File: config.mk
export PLATFORM = sky130hd
export DESIGN_NAME = loopback_rd_stage_flat
export DESIGN_NICKNAME = d
export VERILOG_FILES = /design/src/rtl/hc_pkg.sv /design/src/rtl/loopback_rd_stage_if.sv /design/src/rtl/loopback_credit_cnt.sv /design/src/rtl/loopback_rd_stage.sv /design/src/flat_wrapper.sv
export SDC_FILE = /design/constraint.sdc
export NUM_CORES = 2
export LEC_CHECK = 0
export CORE_AREA = 2 2 469 471
export CTS_CLUSTER_DIAMETER = 200
export DETAILED_ROUTE_END_ITERATION = 16
export DIE_AREA = 0 0 471 473
export MAX_ROUTING_LAYER = met4
export PLACE_DENSITY_LB_ADDON = 0.08
export SETUP_SLACK_MARGIN = 0.15
export SLEW_MARGIN = 0
export SYNTH_ARGS = -nofsm -noshare
export SYNTH_HDL_FRONTEND = slang
export SYNTH_SLANG_ARGS = --single-unit
export TNS_END_PERCENT = 1
File: constraint.sdc
create_clock -name clk -period 4.5 [get_ports clk]
set_input_delay 0.675 -clock clk [delete_from_list [all_inputs] [get_ports clk]]
set_output_delay 0.675 -clock clk [all_outputs]
set_load 0.005 [all_outputs]
File: src/rtl/hc_pkg.sv
// Shared types and constants for the loopback read/write stages.
package hc_pkg;

   localparam int CL_DATA_WIDTH       = 512;
   localparam int CL_ADDR_WIDTH       = 42;
   localparam int CL_LEN_WIDTH        = 32;
   localparam int LOOPBACK_FIFO_DEPTH = 8;
   // One FIFO slot is kept unused, so the stage may only have DEPTH-1 lines in flight.
   localparam int LOOPBACK_CREDITS    = LOOPBACK_FIFO_DEPTH - 1;

   typedef logic [CL_ADDR_WIDTH-1:0] t_cl_addr;
   typedef logic [CL_DATA_WIDTH-1:0] t_cl_data;

   typedef enum logic [1:0] {
      RD_IDLE  = 2'd0,
      RD_REQ   = 2'd1,
      RD_DRAIN = 2'd2,
      RD_DONE  = 2'd3
   } t_rd_state;

endpackage

File: src/rtl/loopback_rd_stage_if.sv
// Read-request, read-response and FIFO-enqueue signals of the loopback read stage.
interface loopback_rd_stage_if #(
   parameter int DATA_WIDTH = 512,
   parameter int ADDR_WIDTH = 42
);
   logic                  rd_req_valid;
   logic [ADDR_WIDTH-1:0] rd_req_addr;
   logic                  rd_req_almfull;
   logic                  rd_rsp_valid;
   logic [DATA_WIDTH-1:0] rd_rsp_data;
   logic [DATA_WIDTH-1:0] enq_data;
   logic                  enq_en;
   logic                  not_full;
   logic                  deq_fire;

   // Stage side: drives requests and FIFO writes.
   modport master (
      output rd_req_valid, rd_req_addr, enq_data, enq_en,
      input  rd_req_almfull, rd_rsp_valid, rd_rsp_data, not_full, deq_fire
   );

   // Shell/FIFO side: the mirror image.
   modport slave (
      input  rd_req_valid, rd_req_addr, enq_data, enq_en,
      output rd_req_almfull, rd_rsp_valid, rd_rsp_data, not_full, deq_fire
   );
endinterface

File: src/rtl/loopback_credit_cnt.sv
// Up/down saturating credit counter; resets full, flags a return while already full.
module loopback_credit_cnt #(
   parameter int WIDTH = 4,
   parameter int MAX   = 7
) (
   input  logic             clk,
   input  logic             reset,
   input  logic             inc_i,
   input  logic             dec_i,
   output logic [WIDTH-1:0] count_o,
   output logic             ovf_o
);
   localparam logic [WIDTH-1:0] MAX_C = WIDTH'(MAX);
   localparam logic [WIDTH-1:0] ONE_C = WIDTH'(1);
   localparam logic [WIDTH-1:0] ZERO_C = {WIDTH{1'b0}};

   logic [WIDTH-1:0] count_q, count_d;
   logic             ovf_q, ovf_d;

   // Next count: simultaneous inc/dec cancel, both directions saturate.
   always_comb begin
      count_d = count_q;
      ovf_d   = 1'b0;
      if (inc_i && !dec_i) begin
         if (count_q == MAX_C) begin
            ovf_d = 1'b1;
         end else begin
            count_d = count_q + ONE_C;
         end
      end else if (dec_i && !inc_i) begin
         if (count_q != ZERO_C) begin
            count_d = count_q - ONE_C;
         end else begin
            count_d = count_q;
         end
      end else begin
         count_d = count_q;
      end
   end

   // Counter and overflow strobe registers.
   always_ff @(posedge clk or negedge reset) begin
      if (!reset) begin
         count_q <= MAX_C;
         ovf_q   <= 1'b0;
      end else begin
         count_q <= count_d;
         ovf_q   <= ovf_d;
      end
   end

   assign count_o = count_q;
   assign ovf_o   = ovf_q;
endmodule

File: src/rtl/loopback_rd_stage.sv
// Loopback read stage: issues cache-line reads and pushes responses into the FIFO,
// with outstanding reads bounded by FIFO credits.
module loopback_rd_stage
   import hc_pkg::*;
#(
   parameter int DATA_WIDTH = CL_DATA_WIDTH,
   parameter int ADDR_WIDTH = CL_ADDR_WIDTH,
   parameter int FIFO_DEPTH = LOOPBACK_FIFO_DEPTH,
   parameter int LEN_WIDTH  = CL_LEN_WIDTH
) (
   input  logic                  clk,
   input  logic                  reset,
   input  logic                  start,
   input  logic [ADDR_WIDTH-1:0] base_addr,
   input  logic [LEN_WIDTH-1:0]  num_lines,
   output logic                  busy,
   output logic                  done,
   output logic [LEN_WIDTH-1:0]  lines_issued,
   output logic [LEN_WIDTH-1:0]  lines_received,
   output logic                  error,
   loopback_rd_stage_if.master   bus
);
   localparam int                   CREDIT_W = $clog2(FIFO_DEPTH) + 1;
   localparam logic [LEN_WIDTH-1:0] LEN_ONE  = LEN_WIDTH'(1);
   localparam logic [LEN_WIDTH-1:0] LEN_ZERO = {LEN_WIDTH{1'b0}};

   t_rd_state             state_q;
   logic [ADDR_WIDTH-1:0] base_q;
   logic [LEN_WIDTH-1:0]  num_q;
   logic [LEN_WIDTH-1:0]  lines_issued_q;
   logic [LEN_WIDTH-1:0]  lines_received_q;
   logic                  busy_q, done_q, error_q;
   logic                  rd_req_valid_q;
   logic [ADDR_WIDTH-1:0] rd_req_addr_q;
   logic                  enq_en_q;
   logic [DATA_WIDTH-1:0] enq_data_q;

   logic [CREDIT_W-1:0]   credits_s;
   logic                  ovf_s;
   logic                  issue_s;
   logic                  in_run_s;
   logic                  err_set_s;

   loopback_credit_cnt #(
      .WIDTH (CREDIT_W),
      .MAX   (FIFO_DEPTH - 1)
   ) u_credit (
      .clk     (clk),
      .reset   (reset),
      .inc_i   (bus.deq_fire),
      .dec_i   (issue_s),
      .count_o (credits_s),
      .ovf_o   (ovf_s)
   );

   // Issue a request when in REQ with a credit, no back-pressure and lines left.
   always_comb begin
      if ((state_q == RD_REQ) && (credits_s != {CREDIT_W{1'b0}}) &&
          !bus.rd_req_almfull && (lines_issued_q < num_q)) begin
         issue_s = 1'b1;
      end else begin
         issue_s = 1'b0;
      end
   end

   // Error sources: credit overflow, response outside a run, response into a full FIFO.
   always_comb begin
      in_run_s  = (state_q == RD_REQ) || (state_q == RD_DRAIN);
      err_set_s = ovf_s;
      if (bus.rd_rsp_valid) begin
         if (in_run_s) begin
            err_set_s = ovf_s | !bus.not_full;
         end else begin
            err_set_s = 1'b1;
         end
      end else begin
         err_set_s = ovf_s;
      end
   end

   // Control FSM with registered request, enqueue and status outputs.
   always_ff @(posedge clk or negedge reset) begin
      if (!reset) begin
         state_q          <= RD_IDLE;
         base_q           <= {ADDR_WIDTH{1'b0}};
         num_q            <= LEN_ZERO;
         lines_issued_q   <= LEN_ZERO;
         lines_received_q <= LEN_ZERO;
         busy_q           <= 1'b0;
         done_q           <= 1'b0;
         error_q          <= 1'b0;
         rd_req_valid_q   <= 1'b0;
         rd_req_addr_q    <= {ADDR_WIDTH{1'b0}};
         enq_en_q         <= 1'b0;
         enq_data_q       <= {DATA_WIDTH{1'b0}};
      end else begin
         rd_req_valid_q <= 1'b0;
         enq_en_q       <= 1'b0;
         done_q         <= 1'b0;
         error_q        <= error_q | err_set_s;

         case (state_q)
            RD_IDLE: begin
               if (start) begin
                  base_q           <= base_addr;
                  num_q            <= num_lines;
                  lines_issued_q   <= LEN_ZERO;
                  lines_received_q <= LEN_ZERO;
                  if (num_lines == LEN_ZERO) begin
                     state_q <= RD_DONE;
                     done_q  <= 1'b1;
                  end else begin
                     state_q <= RD_REQ;
                     busy_q  <= 1'b1;
                  end
               end
            end
            RD_REQ: begin
               if (issue_s) begin
                  rd_req_valid_q <= 1'b1;
                  rd_req_addr_q  <= base_q + ADDR_WIDTH'(lines_issued_q);
                  lines_issued_q <= lines_issued_q + LEN_ONE;
                  if ((lines_issued_q + LEN_ONE) == num_q) begin
                     state_q <= RD_DRAIN;
                  end
               end else if (lines_issued_q >= num_q) begin
                  state_q <= RD_DRAIN;
               end
            end
            RD_DRAIN: begin
               if (lines_received_q == num_q) begin
                  state_q <= RD_DONE;
                  busy_q  <= 1'b0;
                  done_q  <= 1'b1;
               end
            end
            RD_DONE: begin
               state_q <= RD_IDLE;
            end
            default: begin
               state_q <= RD_IDLE;
               busy_q  <= 1'b0;
            end
         endcase

         // Responses during a run are forwarded one cycle later; the FIFO drops them if full.
         if (bus.rd_rsp_valid && in_run_s) begin
            enq_en_q         <= 1'b1;
            enq_data_q       <= bus.rd_rsp_data;
            lines_received_q <= lines_received_q + LEN_ONE;
         end
      end
   end

   assign busy             = busy_q;
   assign done             = done_q;
   assign error            = error_q;
   assign lines_issued     = lines_issued_q;
   assign lines_received   = lines_received_q;
   assign bus.rd_req_valid = rd_req_valid_q;
   assign bus.rd_req_addr  = rd_req_addr_q;
   assign bus.enq_en       = enq_en_q;
   assign bus.enq_data     = enq_data_q;
endmodule

File: src/flat_wrapper.sv
// flat-port wrapper written by rule: the top's interface ports become plain ports
module loopback_rd_stage_flat import hc_pkg::*;
#(
   parameter int DATA_WIDTH = CL_DATA_WIDTH,
   parameter int ADDR_WIDTH = CL_ADDR_WIDTH,
   parameter int FIFO_DEPTH = LOOPBACK_FIFO_DEPTH,
   parameter int LEN_WIDTH  = CL_LEN_WIDTH
)
  (clk, reset, start, base_addr, num_lines, busy, done, lines_issued, lines_received, error, bus_rd_req_valid, bus_rd_req_addr, bus_enq_data, bus_enq_en, bus_rd_req_almfull, bus_rd_rsp_valid, bus_rd_rsp_data, bus_not_full, bus_deq_fire);
  loopback_rd_stage_if #(.DATA_WIDTH(DATA_WIDTH), .ADDR_WIDTH(ADDR_WIDTH)) bus_i ();
  input  logic clk;
  input  logic reset;
  input  logic start;
  input  logic [ADDR_WIDTH-1:0] base_addr;
  input  logic [LEN_WIDTH-1:0] num_lines;
  output logic busy;
  output logic done;
  output logic [LEN_WIDTH-1:0] lines_issued;
  output logic [LEN_WIDTH-1:0] lines_received;
  output logic error;
  output wire logic [$bits(bus_i.rd_req_valid)-1:0] bus_rd_req_valid;
  output wire logic [$bits(bus_i.rd_req_addr)-1:0] bus_rd_req_addr;
  output wire logic [$bits(bus_i.enq_data)-1:0] bus_enq_data;
  output wire logic [$bits(bus_i.enq_en)-1:0] bus_enq_en;
  input wire logic [$bits(bus_i.rd_req_almfull)-1:0] bus_rd_req_almfull;
  input wire logic [$bits(bus_i.rd_rsp_valid)-1:0] bus_rd_rsp_valid;
  input wire logic [$bits(bus_i.rd_rsp_data)-1:0] bus_rd_rsp_data;
  input wire logic [$bits(bus_i.not_full)-1:0] bus_not_full;
  input wire logic [$bits(bus_i.deq_fire)-1:0] bus_deq_fire;
  assign bus_rd_req_valid = bus_i.rd_req_valid;
  assign bus_rd_req_addr = bus_i.rd_req_addr;
  assign bus_enq_data = bus_i.enq_data;
  assign bus_enq_en = bus_i.enq_en;
  assign bus_i.rd_req_almfull = bus_rd_req_almfull;
  assign bus_i.rd_rsp_valid = bus_rd_rsp_valid;
  assign bus_i.rd_rsp_data = bus_rd_rsp_data;
  assign bus_i.not_full = bus_not_full;
  assign bus_i.deq_fire = bus_deq_fire;
  loopback_rd_stage #(.DATA_WIDTH(DATA_WIDTH), .ADDR_WIDTH(ADDR_WIDTH), .FIFO_DEPTH(FIFO_DEPTH), .LEN_WIDTH(LEN_WIDTH)) u_core (.clk(clk), .reset(reset), .start(start), .base_addr(base_addr), .num_lines(num_lines), .busy(busy), .done(done), .lines_issued(lines_issued), .lines_received(lines_received), .error(error), .bus(bus_i));
endmodule
==> Word level (Yosys, flattened, before mapping) <==
Cells that the tools add are included.
{ "totals": {"register_bits": 704, "output_inout_bits": 623, "input_bits": 593, "wordCells": 95} }
{ "op_classes": {"n_lt_le_gt_ge": 2, "addsub": 5, "mux": 32, "n_eq_ne": 13, "bitwise_logic": 2, "n_reduce_logical": 27} }
{ "ops": {"columns": ["op", "n"], "rows": [
  ["2-to-1 mux 32 bit", 4],
  ["adder 32 x 1 -> 32 bit, second input constant", 2],
  ["equality test 32 bit", 2],
  ["one-hot mux 32 bit (2 select lines)", 1],
  ["adder 42 x 32 -> 42 bit", 1],
  ["greater-or-equal comparator 32 bit", 1],
  ["logical NOT 32 bit", 1],
  ["< comparator 32 bit", 1],
  ["2-to-1 mux 4 bit", 4],
  ["2-to-1 mux 1 bit", 14],
  ["2-to-1 mux 2 bit", 6],
  ["nonzero test 2 bit", 6],
  ["!= test 2 bit, second input constant", 5],
  ["one-hot mux 2 bit (4 select lines)", 1],
  ["AND reduction 4 bit", 2],
  ["logical AND 1 bit", 6],
  ["!= test 3 bit, second input constant", 2],
  ["AND reduction 2 bit", 3],
  ["AND reduction 3 bit", 2],
  ["adder 4 x 1 -> 4 bit, second input constant", 1],
  ["equality test 2 bit, second input constant", 2],
  ["equality test 4 x 3 -> 1 bit, second input constant", 1],
  ["logical NOT 1 bit", 4],
  ["one-hot mux 1 bit (2 select lines)", 2],
  ["other kinds (6)", 7]
]} }

==> Longest topological paths before layout <==
{ "depth": {"ltp_word": 9, "mapped_depth": 18, "mapped_depth_nobuf": 16} }

==> Cells and area by module <==
Synthesis repeated with hierarchy kept, for this count alone.
{ "hier_totals": {"cells_unflattened": 3453, "hier_area_um2": 31272.5} }
{ "by_module_without_submodules": {"columns": ["mod", "seq_area_each_um2", "n_inst", "cells_per_inst", "area_per_inst_um2"], "rows": [
  ["loopback_rd_stage", 17491.8, 1, 3425, 30952.2],
  ["loopback_credit_cnt", 128.9, 1, 28, 320.3]
]} }

==> Worst setup path before layout <==
Ideal clock, no wire load.
{ "synth_path": {"kind": "register -> register", "startpoint": "register u_core.lines_issued_q[8] (netlist: u_core.lines_issued[8])", "endpoint": "register u_core.u_credit.count_q[3] (netlist: u_core.u_credit.count_o[3])", "period_less_slack_ps": 3573, "arrival_ps": 3450, "t_required_ps": 4377, "stages_incl_launch_ff": 17, "path_slack_ps": 927, "n_path_buf": 2, "setup_ps": 123, "cell_sequence": "dfrtp_1 > ha_1 > and4_1 > or4b_1 > o221ai_1 > a21oi_2 > inv_2 > buf_4 > buf_2 > ha_1 > inv_1 > ha_1 > a21o_1 > a21oi_1 > xnor2_1 > nand2_1 > xnor2_1"} }
{ "synth_via": {"elab_chain_len": 7, "elab_cells_between_ends": 11, "classes_between": "1 x order compare; 1 x eq/ne; 2 x mux; 7 x reduce/logical"} }
{ "synth_lines": {"columns": ["item", "line", "rtl"], "rows": [
  ["from (decl)", "loopback_rd_stage.sv:30", "logic [LEN_WIDTH-1:0] lines_issued_q;"],
  ["from (signal assigned)", "loopback_rd_stage.sv:122", "lines_issued_q <= lines_issued_q + LEN_ONE;"],
  ["< comparator 32 bit *", "loopback_rd_stage.sv:59", "!bus.rd_req_almfull && (lines_issued_q < num_q)) begin"],
  ["logical AND 1 bit *", "loopback_rd_stage.sv:59", null],
  ["2-to-1 mux 1 bit *", "loopback_rd_stage.sv:58", "if ((state_q == RD_REQ) && (credits_s != {CREDIT_W{1'b0}}) &&"],
  ["logical NOT 1 bit", "loopback_credit_cnt.sv:24", "if (inc_i && !dec_i) begin"],
  ["logical AND 1 bit", "loopback_credit_cnt.sv:24", null],
  ["!= test 2 bit (no line) / nonzero test 2 bit (equally long branches)", null, null],
  ["AND reduction 3 bit (no line)", null, null],
  ["to (signal assigned)", "loopback_credit_cnt.sv:47", "count_q <= count_d;"],
  ["to (decl)", "loopback_credit_cnt.sv:17", "logic [WIDTH-1:0] count_q, count_d;"]
]} }
Every way passes the cells marked *; elsewhere a longest branch is shown, timed or not.
A chain may end at the register's enable or synchronous reset.

==> Worst setup path after layout <==
{ "layout_path": {"startpoint": "register u_core.num_q[14]", "endpoint": "register u_core.u_credit.count_q[3] (netlist: u_core.u_credit.count_o[3])"} }
{ "layout_via": {"elab_chain_len": 7, "elab_cells_between_ends": 11, "classes_between": "1 x order compare; 1 x eq/ne; 2 x mux; 7 x reduce/logical"} }
{ "layout_lines": {"columns": ["item", "line", "rtl"], "rows": [
  ["from (decl)", "loopback_rd_stage.sv:29", "logic [LEN_WIDTH-1:0] num_q;"],
  ["from (signal assigned)", "loopback_rd_stage.sv:106", "num_q <= num_lines;"],
  ["< comparator 32 bit *", "loopback_rd_stage.sv:59", null],
  ["logical AND 1 bit *", "loopback_rd_stage.sv:59", null],
  ["2-to-1 mux 1 bit *", "loopback_rd_stage.sv:58", null],
  ["logical NOT 1 bit", "loopback_credit_cnt.sv:24", null],
  ["logical AND 1 bit", "loopback_credit_cnt.sv:24", null],
  ["!= test 2 bit (no line) / nonzero test 2 bit (equally long branches)", null, null],
  ["AND reduction 3 bit (no line)", null, null]
]} }
Marks and branches as above.

==> impl_metrics.csv <==
group,metric,value,unit
cts,cts_max_level,3,
timing,period_share,82.6,%
floorplan,die_h,473,um
placement,hpwl,168000,um
cts,ctsLongestPathBuffers,3,
setup_path,crit_family,"compound AO/OA/AOI/OAI gates",
routing,wl_per_cell,27.0,um
timing,rsz0062_at_grt,"false",
floorplan,start_util,14.5,%
timing,setup_tns,0,ns
synth,yosysTopAreaCell,"dfrtp_1",
grt,grt.busiest_layer,"met2",
grt,met2_usage,31.0,%
grt,gr-total-overflow,0,
setup_path,ff2ff_setup_slack,0.78,ns
setup_path,worstPathMaxFanout,4,
setup_path,crit_type,"reg -> reg",
setup_path,critPathRequiredTime,5.12,ns
floorplan,row_count,172,
synth,avgSynthCellArea,9.03,um^2
timing,setup_viol,0,
routing,totalWireLength,210000,um
power_and_ir_drop,vdd_drop_max,0.300,mV
cts,cts.repair.resized,0,
setup_path,rr_worst_depth,15,
setup_path,cpMostUsedCell,"ha_1",
grt,antenna_found_initial,140,
synth,synthMuxAreaShare,3.08,%
setup_path,start_kind,"flop",
floorplan,design.die.area,0.223,mm^2
synth,yosysSeqAreaShare,55.6,%
floorplan,die_w,471,um
flow_run,cap_viol_max_count,0,
routing,drtAntennaViolNets,0,
setup_path,slowest_delay,0.56,ns
synth,synth_fa_ha_area_share,2.97,%
finish,nFillCells,23800,
synth,synth_compound_area_share,6.99,%
setup_path,crit_start,"u_core.num_q[14]",
setup_path,endpoint_kind,"flop",
power_and_ir_drop,p_leak,23.1,nW
synth,yosys_warnings,0,
synth,ys_top_cells_by_count,"nand2_1, dfrtp_1, clkbuf_1",
synth,syn-instance-count,3510,
power_and_ir_drop,power,0.0362,W
placement,gp_congestion,0.848,
setup_path,path_cells,"inv_1 -> ha_1 -> nand4_1 -> or4b_1 -> o221ai_1 -> a21oi_2 -> inv_2 -> ha_1 -> inv_1 -> ha_1 -> a21o_1 -> a21oi_1 -> xnor2_1 -> nand2_1 -> xnor2_1",
routing,viasPerCell,3.88,
finish,drive_gt1_share,7.86,%
synth,ys_seq_elements,704,
setup_path,critPathArrivalTime,4.34,ns
cts,clock-sinks,704,
timing,finalMaxSlewViolations,0,
routing,drc,0,
routing,via_count,30100,
cts,clk_root_buffer_cell,"clkbuf_16",
synth,synth-async-reset-ratio,100,%
grt,first_global_vias,30900,
setup_path,r2r_end,"u_core.u_credit.count_o[3]",
synth,synth.net_count,4177,
timing,fin_skew,0.0422,ns
cts,tritoncts,"done",
setup_path,endpoint,"u_core.u_credit.count_o[3]",
finish,layout.nets,5418,
timing,max_freq,0.269,GHz
timing,min_period,3.72,ns
routing,first_iter_violations,1779,
grt,grt_start_max_net_pins,112,
timing,relSlewSlack,23.0,%
placement,buffer_ports.inserted,1215,
synth,syn-cell-area,0.0317,mm^2
synth,synth-xor-area-share,2.93,%
synth,synthSimpleGateAreaFrac,25.4,%
power_and_ir_drop,power.density,706,mW/mm^2
synth,synth_enable_flop_cells,0,
grt,grt_use_total,18.9,%
setup_path,path_buf_inv,3,
synth,synth_top_family_by_area,"simple AND/OR/NAND/NOR gates",
cts,cts_made_buffers,101,
synth,synthMostInstantiatedCell,"nand2_1",
synth,synthTopCellsByArea,"dfrtp_1, nand2_1, ha_1",
finish,area_growth,61.7,%
timing,hold_viol,0,
cts,clk_pin_slew_worst_paths,0.06,ns
setup_path,cp_slowest_cell,"or4b_1",
routing,drtPass1Iterations,6,
synth,synthDistinctLibCells,82,
outcome,status,"finished, final reports clean",
cts,clkLatencyLatePin,0.74,ns
timing,worstMarginPinSlew,1.16,ns
grt,grt_pass1_wl,281000,um
setup_path,r2r-start,"u_core.num_q[14]",
setup_path,path_depth,15,
floorplan,core-area,0.218,mm^2
cts,post-cts-setup-buffers,0,
grt,gr-usage-met3,7.99,%
grt,grtUsageMet1,21.5,%
synth,synth_top_area_share,55.4,%
worst_hold_path,min_path_type,"in -> reg",
synth,synth_ff_type,"dfrtp_1",
floorplan,boundaryPins,1216,
report_power, final:
part	switching [W]	internal [W]	total, W
Sequential	0.00201	0.00921	0.0112
Clock	0.00348	0.00504	0.00852
Combinational	0.00917	0.00727	0.0164
state kept, by name, indices dropped and copies added, names as in the netlist, 2 cells and up:
name,count
u_core.bus.enq_data,512
u_core.base_q,42
u_core.bus.rd_req_addr,42
u_core.lines_issued,32
u_core.lines_received,32
u_core.num_q,32
u_core.u_credit.count_o,4
u_core.state_q,2
logic make-up after synthesis:
| kind of cell | Yosys count |
|---|---|
| buffers and inverters | 235 |
| AND/OR/NAND/NOR | 1965 |
| XOR/XNOR | 106 |
| AO/OA/AOI/OAI | 338 |
| adder cells (fa/ha/maj) | 74 |
| multiplexers | 88 |
| flip-flops | 704 |
what timing repair did:
action | CTS | global route
endpoints found under the hold margin | 16 | 0
hold buffers | 1 | 0
endpoints found under the setup margin | 0 | 0
worst min path at each step:
stage	from	to	slack, ns	cells past startpoint
detailed placement	u_core.bus.enq_data[260]	u_core.bus.enq_data[260]	0.46	2
floorplan	reset	u_core.base_q[0]	0.38	0
global placement	u_core.bus.enq_data[121]	u_core.bus.enq_data[121]	0.46	2
global route	bus_rd_rsp_data[260]	u_core.bus.enq_data[260]	0.39	3
CTS	bus_rd_rsp_data[317]	u_core.bus.enq_data[317]	0.33	3
finish	bus_rd_rsp_data[258]	u_core.bus.enq_data[258]	0.44	3
per-stage QoR:
stage / setup WS (ns) / hold WS, ns / utilization, % / area (um^2) / std cells
3_5_place_dp: 0.823 / 0.461 / 21.8 / 47600 / 7518
4_1_cts: 0.807 / 0.332 / 23.4 / 51100 / 7707
3_3_place_gp: 0.821 / 0.456 / 21.8 / 47600 / 7518
5_1_grt: 0.597 / 0.390 / 23.5 / 51200 / 7744
2_1_floorplan: 0.927 / 0.379 / - / 31700 / 3510
6_report: 0.785 / 0.438 / 23.5 / 51200 / 7757
worst reg2reg max path: cells and delay by family, from the launching register on:
kind	cells	cell delay [ns]
buffers and inverters	3	0.31
and+or+nand+nor	3	0.84
xor gates and xnor gates	2	0.28
DFF	1	0.41
adders and majority gates	3	0.79
AOI/OAI and AO/OA	4	0.95
routing by layer:
metal  part of all wire, %  vias to the layer above
li1                      -                    14000
met4                   2.1                        0
met1                    41                    14600
met3                   9.6                      333
met2                    48                     1132
met5                     0                        -
area by class of cell:
class                      instances  area (um^2)  area share (%)
sequential                       704        17600            34.4
multi-input combinational       2571        13100            25.6
timing repair buffer            1315        13000            25.5
tap                             2871         3590            7.01
clock buffer                     152         2980            5.82
clock inverter                    36          504           0.984
inverter                          58          225           0.440
antenna                           50          125           0.244
placed cells by master (no fill, tap or decap), types with 25 or more instances in the layout:
cell type | synthesis | layout
o21ai_0 | 86 | 86
clkbuf_1 | 129 | 25
nand4_1 | 34 | 34
xnor2_1 | 52 | 52
xor2_1 | 54 | 54
dfrtp_1 | 701 | 701
nand2_1 | 1687 | 1685
a22o_1 | 29 | 29
clkbuf_16 | 0 | 101
clkdlybuf4s50_1 | 0 | 1214
mux2_2 | 77 | 77
ha_1 | 72 | 72
inv_1 | 56 | 56
buf_4 | 4 | 89
a21oi_1 | 71 | 71
nor2_1 | 48 | 48
nand3_1 | 46 | 46
o31ai_1 | 27 | 27
o21ai_1 | 30 | 30
diode_2 | 0 | 50
clkbuf_8 | 0 | 26
Note: power is estimated with default switching activity, not from simulation.
